$ cat src/rtl/ahb_bus_pkg.sv
// Shared AHB encodings for the N-master / M-slave interconnect.
// Used by ahb_arbiter and ahb_bus_nxm.
package ahb_bus_pkg;

  localparam logic [1:0] HTRANS_IDLE   = 2'd0;
  localparam logic [1:0] HTRANS_BUSY   = 2'd1;
  localparam logic [1:0] HTRANS_NONSEQ = 2'd2;
  localparam logic [1:0] HTRANS_SEQ    = 2'd3;

  localparam logic [1:0] HRESP_OKAY  = 2'd0;
  localparam logic [1:0] HRESP_ERROR = 2'd1;
  localparam logic [1:0] HRESP_RETRY = 2'd2;
  localparam logic [1:0] HRESP_SPLIT = 2'd3;

  localparam logic [2:0] HSIZE_BYTE  = 3'd0;
  localparam logic [2:0] HSIZE_HALF  = 3'd1;
  localparam logic [2:0] HSIZE_WORD  = 3'd2;
  localparam logic [2:0] HSIZE_DWORD = 3'd3;

  typedef enum logic [1:0] {
    DS_OKAY = 2'd0,
    DS_ERR1 = 2'd1,
    DS_ERR2 = 2'd2
  } ds_state_e;

endpackage

$ cat src/rtl/ahb_arbiter.sv
// AHB arbiter: one-hot grant plus address-bus ownership (HMASTER/HMASTLOCK).
// Fixed priority by default; round-robin when AHB_RR_ARB_EN is defined.
module ahb_arbiter
  import ahb_bus_pkg::*;
#(
  parameter int N_MST = 2
) (
  input  logic             clk,
  input  logic             rst,
  input  logic [N_MST-1:0] hbusreq,
  input  logic [N_MST-1:0] hlock,
  input  logic             hready,
  input  logic [1:0]       htrans,
  output logic [N_MST-1:0] grant,
  output logic [2:0]       hmaster,
  output logic             hmastlock
);

  logic [N_MST-1:0] grant_q, grant_d, next_grant;
  logic [2:0]       grant_idx, next_idx;
  logic [2:0]       hmaster_q, hmaster_d;
  logic             hmastlock_q, hmastlock_d;
  logic             owner_locked, update, found;
`ifdef AHB_RR_ARB_EN
  logic [2:0]       last_q, last_d;
`endif

  always_comb begin
    grant_idx = '0;
    for (int i = 0; i < N_MST; i++)
      if (grant_q[i]) grant_idx = 3'(i);
  end

  // Idle bus parks on master 0 because next_idx keeps its zero default.
  always_comb begin
    found      = 1'b0;
    next_idx   = '0;
    next_grant = '0;
`ifdef AHB_RR_ARB_EN
    for (int i = 0; i < N_MST; i++)
      if (!found && hbusreq[i] && (3'(i) > last_q)) begin
        found    = 1'b1;
        next_idx = 3'(i);
      end
    for (int i = 0; i < N_MST; i++)
      if (!found && hbusreq[i]) begin
        found    = 1'b1;
        next_idx = 3'(i);
      end
`else
    for (int i = 0; i < N_MST; i++)
      if (!found && hbusreq[i]) begin
        found    = 1'b1;
        next_idx = 3'(i);
      end
`endif
    for (int i = 0; i < N_MST; i++)
      next_grant[i] = (next_idx == 3'(i));
  end

  assign owner_locked = |(hlock & grant_q);
  assign update       = hready && !owner_locked && (htrans != HTRANS_BUSY);

  always_comb begin
    grant_d     = update ? next_grant : grant_q;
    hmaster_d   = hready ? grant_idx : hmaster_q;
    hmastlock_d = hready ? owner_locked : hmastlock_q;
`ifdef AHB_RR_ARB_EN
    last_d      = (update && (next_grant != grant_q)) ? next_idx : last_q;
`endif
  end

  always_ff @(posedge clk) begin
    if (rst) begin
      grant_q     <= N_MST'(1);
      hmaster_q   <= '0;
      hmastlock_q <= 1'b0;
`ifdef AHB_RR_ARB_EN
      last_q      <= '0;
`endif
    end else begin
      grant_q     <= grant_d;
      hmaster_q   <= hmaster_d;
      hmastlock_q <= hmastlock_d;
`ifdef AHB_RR_ARB_EN
      last_q      <= last_d;
`endif
    end
  end

  assign grant     = grant_q;
  assign hmaster   = hmaster_q;
  assign hmastlock = hmastlock_q;

endmodule

$ cat src/rtl/ahb_bus_nxm.sv
// Parametrised AHB interconnect: arbiter, decoder, ERROR default slave and muxes.
// Define AHB_RR_ARB_EN for round-robin arbitration instead of fixed priority.
module ahb_bus_nxm
  import ahb_bus_pkg::*;
#(
  parameter int N_MST  = 2,
  parameter int N_SLV  = 5,
  parameter int ADDR_W = 32,
  parameter int DATA_W = 32,
  parameter logic [N_SLV-1:0][ADDR_W-1:0] SLV_BASE = '0,
  parameter logic [N_SLV-1:0][ADDR_W-1:0] SLV_MASK = '0
) (
  input  logic                         clk,
  input  logic                         rst,
  input  logic [N_MST-1:0]             HBUSREQ_M,
  input  logic [N_MST-1:0]             HLOCK_M,
  input  logic [N_MST-1:0]             HWRITE_M,
  input  logic [N_MST-1:0][ADDR_W-1:0] HADDR_M,
  input  logic [N_MST-1:0][1:0]        HTRANS_M,
  input  logic [N_MST-1:0][2:0]        HSIZE_M,
  input  logic [N_MST-1:0][DATA_W-1:0] HWDATA_M,
  output logic [N_MST-1:0]             HGRANT_M,
  output logic [DATA_W-1:0]            HRDATA,
  output logic                         HREADY,
  output logic [1:0]                   HRESP,
  output logic [ADDR_W-1:0]            HADDR,
  output logic [1:0]                   HTRANS,
  output logic [2:0]                   HSIZE,
  output logic                         HWRITE,
  output logic [DATA_W-1:0]            HWDATA,
  output logic [2:0]                   HMASTER,
  output logic                         HMASTLOCK,
  output logic [N_SLV-1:0]             HSEL_S,
  input  logic [N_SLV-1:0][DATA_W-1:0] HRDATA_S,
  input  logic [N_SLV-1:0]             HREADY_S,
  input  logic [N_SLV-1:0][1:0]        HRESP_S
);

  // Index N_SLV stands for the default slave in sel_idx / dsel_q.
  localparam logic [4:0] DEF_SLV = 5'(N_SLV);

  logic [2:0]        hmaster, dmst_q, dmst_d;
  logic [4:0]        sel_idx, dsel_q, dsel_d;
  logic              hready, dec_hit, unmapped_xfer, ds_ready;
  logic [1:0]        hresp, ds_resp;
  logic [DATA_W-1:0] hrdata;
  ds_state_e         ds_q, ds_d;

  ahb_arbiter #(.N_MST(N_MST)) u_arbiter (
    .clk       (clk),
    .rst       (rst),
    .hbusreq   (HBUSREQ_M),
    .hlock     (HLOCK_M),
    .hready    (hready),
    .htrans    (HTRANS),
    .grant     (HGRANT_M),
    .hmaster   (hmaster),
    .hmastlock (HMASTLOCK)
  );

  assign HMASTER = hmaster;

  always_comb begin
    HADDR  = '0;
    HTRANS = HTRANS_IDLE;
    HSIZE  = '0;
    HWRITE = 1'b0;
    for (int i = 0; i < N_MST; i++)
      if (hmaster == 3'(i)) begin
        HADDR  = HADDR_M[i];
        HTRANS = HTRANS_M[i];
        HSIZE  = HSIZE_M[i];
        HWRITE = HWRITE_M[i];
      end
  end

  // Scanning downwards lets the lowest matching slave overwrite the others.
  always_comb begin
    sel_idx = DEF_SLV;
    for (int s = N_SLV - 1; s >= 0; s--)
      if ((HADDR & SLV_MASK[s]) == SLV_BASE[s]) sel_idx = 5'(s);
  end

  always_comb begin
    HSEL_S = '0;
    for (int s = 0; s < N_SLV; s++)
      HSEL_S[s] = (sel_idx == 5'(s));
  end

  assign dec_hit       = (sel_idx != DEF_SLV);
  assign unmapped_xfer = !dec_hit && ((HTRANS == HTRANS_NONSEQ) || (HTRANS == HTRANS_SEQ));

  assign ds_ready = (ds_q != DS_ERR1);
  assign ds_resp  = (ds_q == DS_OKAY) ? HRESP_OKAY : HRESP_ERROR;

  always_comb begin
    ds_d = ds_q;
    case (ds_q)
      DS_OKAY: if (unmapped_xfer && hready) ds_d = DS_ERR1;
      DS_ERR1: ds_d = DS_ERR2;
      DS_ERR2: ds_d = (unmapped_xfer && hready) ? DS_ERR1 : DS_OKAY;
      default: ds_d = DS_OKAY;
    endcase
  end

  always_comb begin
    dmst_d = hready ? hmaster : dmst_q;
    dsel_d = hready ? sel_idx : dsel_q;
  end

  always_ff @(posedge clk) begin
    if (rst) begin
      dmst_q <= '0;
      dsel_q <= DEF_SLV;
      ds_q   <= DS_OKAY;
    end else begin
      dmst_q <= dmst_d;
      dsel_q <= dsel_d;
      ds_q   <= ds_d;
    end
  end

  always_comb begin
    hrdata = '0;
    hready = ds_ready;
    hresp  = ds_resp;
    for (int s = 0; s < N_SLV; s++)
      if (dsel_q == 5'(s)) begin
        hrdata = HRDATA_S[s];
        hready = HREADY_S[s];
        hresp  = HRESP_S[s];
      end
  end

  always_comb begin
    HWDATA = '0;
    for (int i = 0; i < N_MST; i++)
      if (dmst_q == 3'(i)) HWDATA = HWDATA_M[i];
  end

  assign HRDATA = hrdata;
  assign HREADY = hready;
  assign HRESP  = hresp;

endmodule

$ cat config.mk
export PLATFORM = sky130hd
export DESIGN_NAME = ahb_bus_nxm
export DESIGN_NICKNAME = d
export VERILOG_FILES = /design/src/rtl/ahb_bus_pkg.sv /design/src/rtl/ahb_arbiter.sv /design/src/rtl/ahb_bus_nxm.sv
export SDC_FILE = /design/constraint.sdc
export NUM_CORES = 1
export LEC_CHECK = 0
export ABC_AREA = 0
export CORE_AREA = 2 2 167 169
export DETAILED_ROUTE_END_ITERATION = 10
export DIE_AREA = 0 0 169 171
export GPL_TIMING_DRIVEN = 0
export PLACE_DENSITY = 0.51
export REMOVE_ABC_BUFFERS = 1
export SYNTH_ARGS = -nofsm -noshare
export SYNTH_HDL_FRONTEND = slang
export SYNTH_HIERARCHICAL = 1
export SYNTH_SLANG_ARGS = --single-unit
$ cat constraint.sdc
create_clock -name clk -period 1.52 [get_ports clk]
set_clock_uncertainty 0.05 [all_clocks]
set_input_delay 0.228 -clock clk [delete_from_list [all_inputs] [get_ports clk]]
set_output_delay 0.228 -clock clk [all_outputs]
set_load 0.01 [all_outputs]
==> results.sh <==
export IMPL_grt_busiest_layer="met2"
export IMPL_synth_compound_area_share_pct=2.84
export IMPL_rr_worst_depth=7
export IMPL_grtUsageMet3_pct=1.55
export IMPL_drc=0
export IMPL_final_fill_count=3080
export IMPL_async_flop_share_pct=0
export IMPL_coreArea_mm2=0.0273
export IMPL_fin_ws_ns=-0.122
export IMPL_finalSetupViolations=40
export IMPL_clk_latency_ns=0.23
export IMPL_cp_arrival_ns=1.36
export IMPL_yosys_most_used_dff="dfxtp_1"
export IMPL_met2_usage_pct=13.2
export IMPL_holdWs_ns=0.468
export IMPL_synthAdderAreaFrac_pct=0
export IMPL_power_per_cell_area_mw_per_mm2=360
export IMPL_start_util_pct=6.45
export IMPL_grt_ovfl_total=0
export IMPL_ys_ff_latch=8
export IMPL_use_met1_pct=7.95
export IMPL_drtIter0Drc=50
export IMPL_ir_worst_vdd_mv=0.329
export IMPL_routed_wl_um=12000
export IMPL_violations="negative setup slack"
export IMPL_cts_max_level=1
export IMPL_cp_end_kind="output pin"
export IMPL_grt_pass1_wl_um=15100
export IMPL_whs_path_depth=2
export IMPL_synth_xor_area_share_pct=0
export IMPL_synthMuxAreaShare_pct=41.7
export IMPL_status="finished, violations left"
export IMPL_antenna_cells=0
export IMPL_stdcell_count=895
export IMPL_start_kind="flip-flop"
export IMPL_cts_made_buffers=3
export IMPL_crit_path_max_fanout=5
export IMPL_drv_slew=0
export IMPL_hold_viol=0
export IMPL_ys_seq_area_share_pct=9.08
export IMPL_timing_setup_tns_ns=-1.82
export IMPL_syn_to_final_growth_pct=208
export IMPL_drive_gt1_share_pct=29.5
export IMPL_fp_dieH_um=171
export IMPL_p_total_mw=1.95
export IMPL_track_usage_pct=6.83
export IMPL_antenna_left=0
export IMPL_gp_congestion=0.674
export IMPL_dp_hpwl_um=8210
export IMPL_cts_max_path_buffers=2
export IMPL_period_minus_slack_ns=1.64
export IMPL_syn_inst=239
export IMPL_vias=2800
export IMPL_rsz0062_at_grt="yes"
export IMPL_synth_edf_count=0
export IMPL_antenna_found_initial=0
export IMPL_core_rowCount=61
export IMPL_io_pins=437
export IMPL_synth_simple_gate_area_share_pct=31.7
export IMPL_synth_top_area_cell="mux2i_1"
export IMPL_synth_area_mm2=0.00176
export IMPL_ys_types=24
export IMPL_grt_max_degree=39
export IMPL_hold_class="flip-flop to flip-flop"
export IMPL_cts_sinks=8
export IMPL_avgSynthCellArea_um2=7.38
export IMPL_maxCapViolCount=0
export IMPL_die_x_um=169
export IMPL_wire_per_inst_um=13.4
export IMPL_dpl_cell_count=851
export IMPL_dieArea_mm2=0.0289
export IMPL_synthTopCellsByArea="mux2i_1 (41%), nor2_1 (16%), nor2b_1 (12%), dfxtp_1 (9.1%), buf_4 (5.5%)"
export IMPL_first_pass_iters=2
export IMPL_viasPerCell=3.13
export IMPL_cts_root_buf="clkbuf_16"
export IMPL_leakagePower_nw=2.18
export IMPL_tritoncts="done"
export IMPL_path_clk_slew_ns=0.04
export IMPL_io_buffers=289
export IMPL_synth_top_family_by_area="multiplexers"
export IMPL_max_freq_ghz=0.609
export IMPL_nets=872
export IMPL_synth_top_area_share_pct=40.9
export IMPL_first_global_vias=2521
export IMPL_yosys_warnings=6
export IMPL_crit_type="flip-flop to output pin"
export IMPL_worstPathRequired_ns=1.24
export IMPL_post_route_period_util_pct=108
-- worst paths after layout --
kind / from / to / slack [ns]
worst max-delay path: dmst_q[0] / HWDATA[3] / -0.12
worst min-delay path: u_arbiter/hmastlock / u_arbiter/hmastlock / 0.47
worst max register to register: u_arbiter/hmaster[0] / u_arbiter/grant[1] / -0.05
worst min register to register: u_arbiter/hmastlock / u_arbiter/hmastlock / 0.47
-- kinds of logic (layout without fill, tap and decap cells) --
logic type | Yosys count | in the layout
AO/OA/AOI/OAI | 8 | 8
other | 3 | 7
flip-flops | 8 | 8
AND/OR/NAND/NOR | 117 | 120
multiplexers | 73 | 73
buffers and inverters | 30 | 333
-- cells in the final DEF, fill, tap and decap left out, drive strengths merged --
| master | netlist | final |
|---|---|---|
| dlygate4sd2 | 0 | 31 |
| mux2i | 72 | 72 |
| nor2b | 35 | 35 |
| nor2 | 74 | 74 |
| dfxtp | 8 | 8 |
| conb | 3 | 7 |
| clkdlybuf4s50 | 0 | 182 |
| or2 | 2 | 5 |
| clkdlybuf4s15 | 0 | 5 |
| o21ai | 3 | 3 |
| clkbuf | 4 | 7 |
| or3b | 3 | 3 |
| mux2 | 1 | 1 |
| nand3 | 1 | 1 |
| buf | 25 | 107 |
| a211oi | 1 | 1 |
| nor3b | 1 | 1 |
| a21oi | 3 | 3 |
| nand2b | 1 | 1 |
| inv | 1 | 1 |
| a22oi | 1 | 1 |
-- Yosys cell counts (2+ instances only) --
| master | n |
|---|---|
| buf_6 | 7 |
| or3b_1 | 3 |
| clkbuf_1 | 3 |
| mux2i_1 | 72 |
| dfxtp_1 | 8 |
| or2_1 | 2 |
| nor2b_1 | 35 |
| a21oi_1 | 3 |
| buf_4 | 13 |
| nor2_1 | 74 |
| conb_1 | 3 |
| o21ai_0 | 2 |
| buf_2 | 3 |
-- metal layers --
metal,up-vias,part of all wire (%)
met5,-,0
met4,0,0.22
met3,2,7.2
met2,144,53
met1,1255,40
li1,1399,-
-- layout make-up --
class,instances,area (µm²),area share [%]
Clock buffer,3,75.1,1.38
Inverter,1,3.75,0.0692
Multi-Input combinational cell,208,1600,29.5
Sequential cell,8,179,3.30
Tap cell,346,433,7.98
Timing Repair Buffer,329,3140,57.8
-- state kept, by name, indices dropped and copies added, names as in the netlist --
signal,cells
dmst_q,3
u_arbiter/hmastlock,1
u_arbiter/grant,2
dsel_q,1
u_arbiter/hmaster,1
-- where the power goes --
group | switching (mW) | total (mW) | internal (mW)
clock | 0.0959 | 0.434 | 0.338
sequential | 0.0217 | 0.239 | 0.217
combinational | 0.470 | 1.28 | 0.809
total | 0.587 | 1.95 | 1.37
-- worst max-delay path, cell delays in order (launching register included) --
cell	delay, ns
dfxtp_4	0.41
buf_12	0.14
clkbuf_16	0.15
mux2i_2	0.25
nor2_2	0.05
buf_2	0.14
-- stage by stage --
stage	setup WS [ns]	cell area [µm²]	util, %
after detailed placement	-0.768	4900	18.0
after floorplan	-1.17	1540	-
final	-0.122	5430	19.9
after CTS	-0.135	5130	18.8
after global routing	-0.160	5430	19.9
after global placement	-1.84	4860	17.8
-- what timing repair did --
action | 4_1_cts | 5_1_grt
resized for setup | 357 | 71
setup buffers | 28 | 7
setup endpoints to repair | 110 | 96
hold buffers | 0 | 0
cloned | 8 | 3
pin swaps | 8 | 9
No activity file was read; power rests on OpenSTA's default activity.
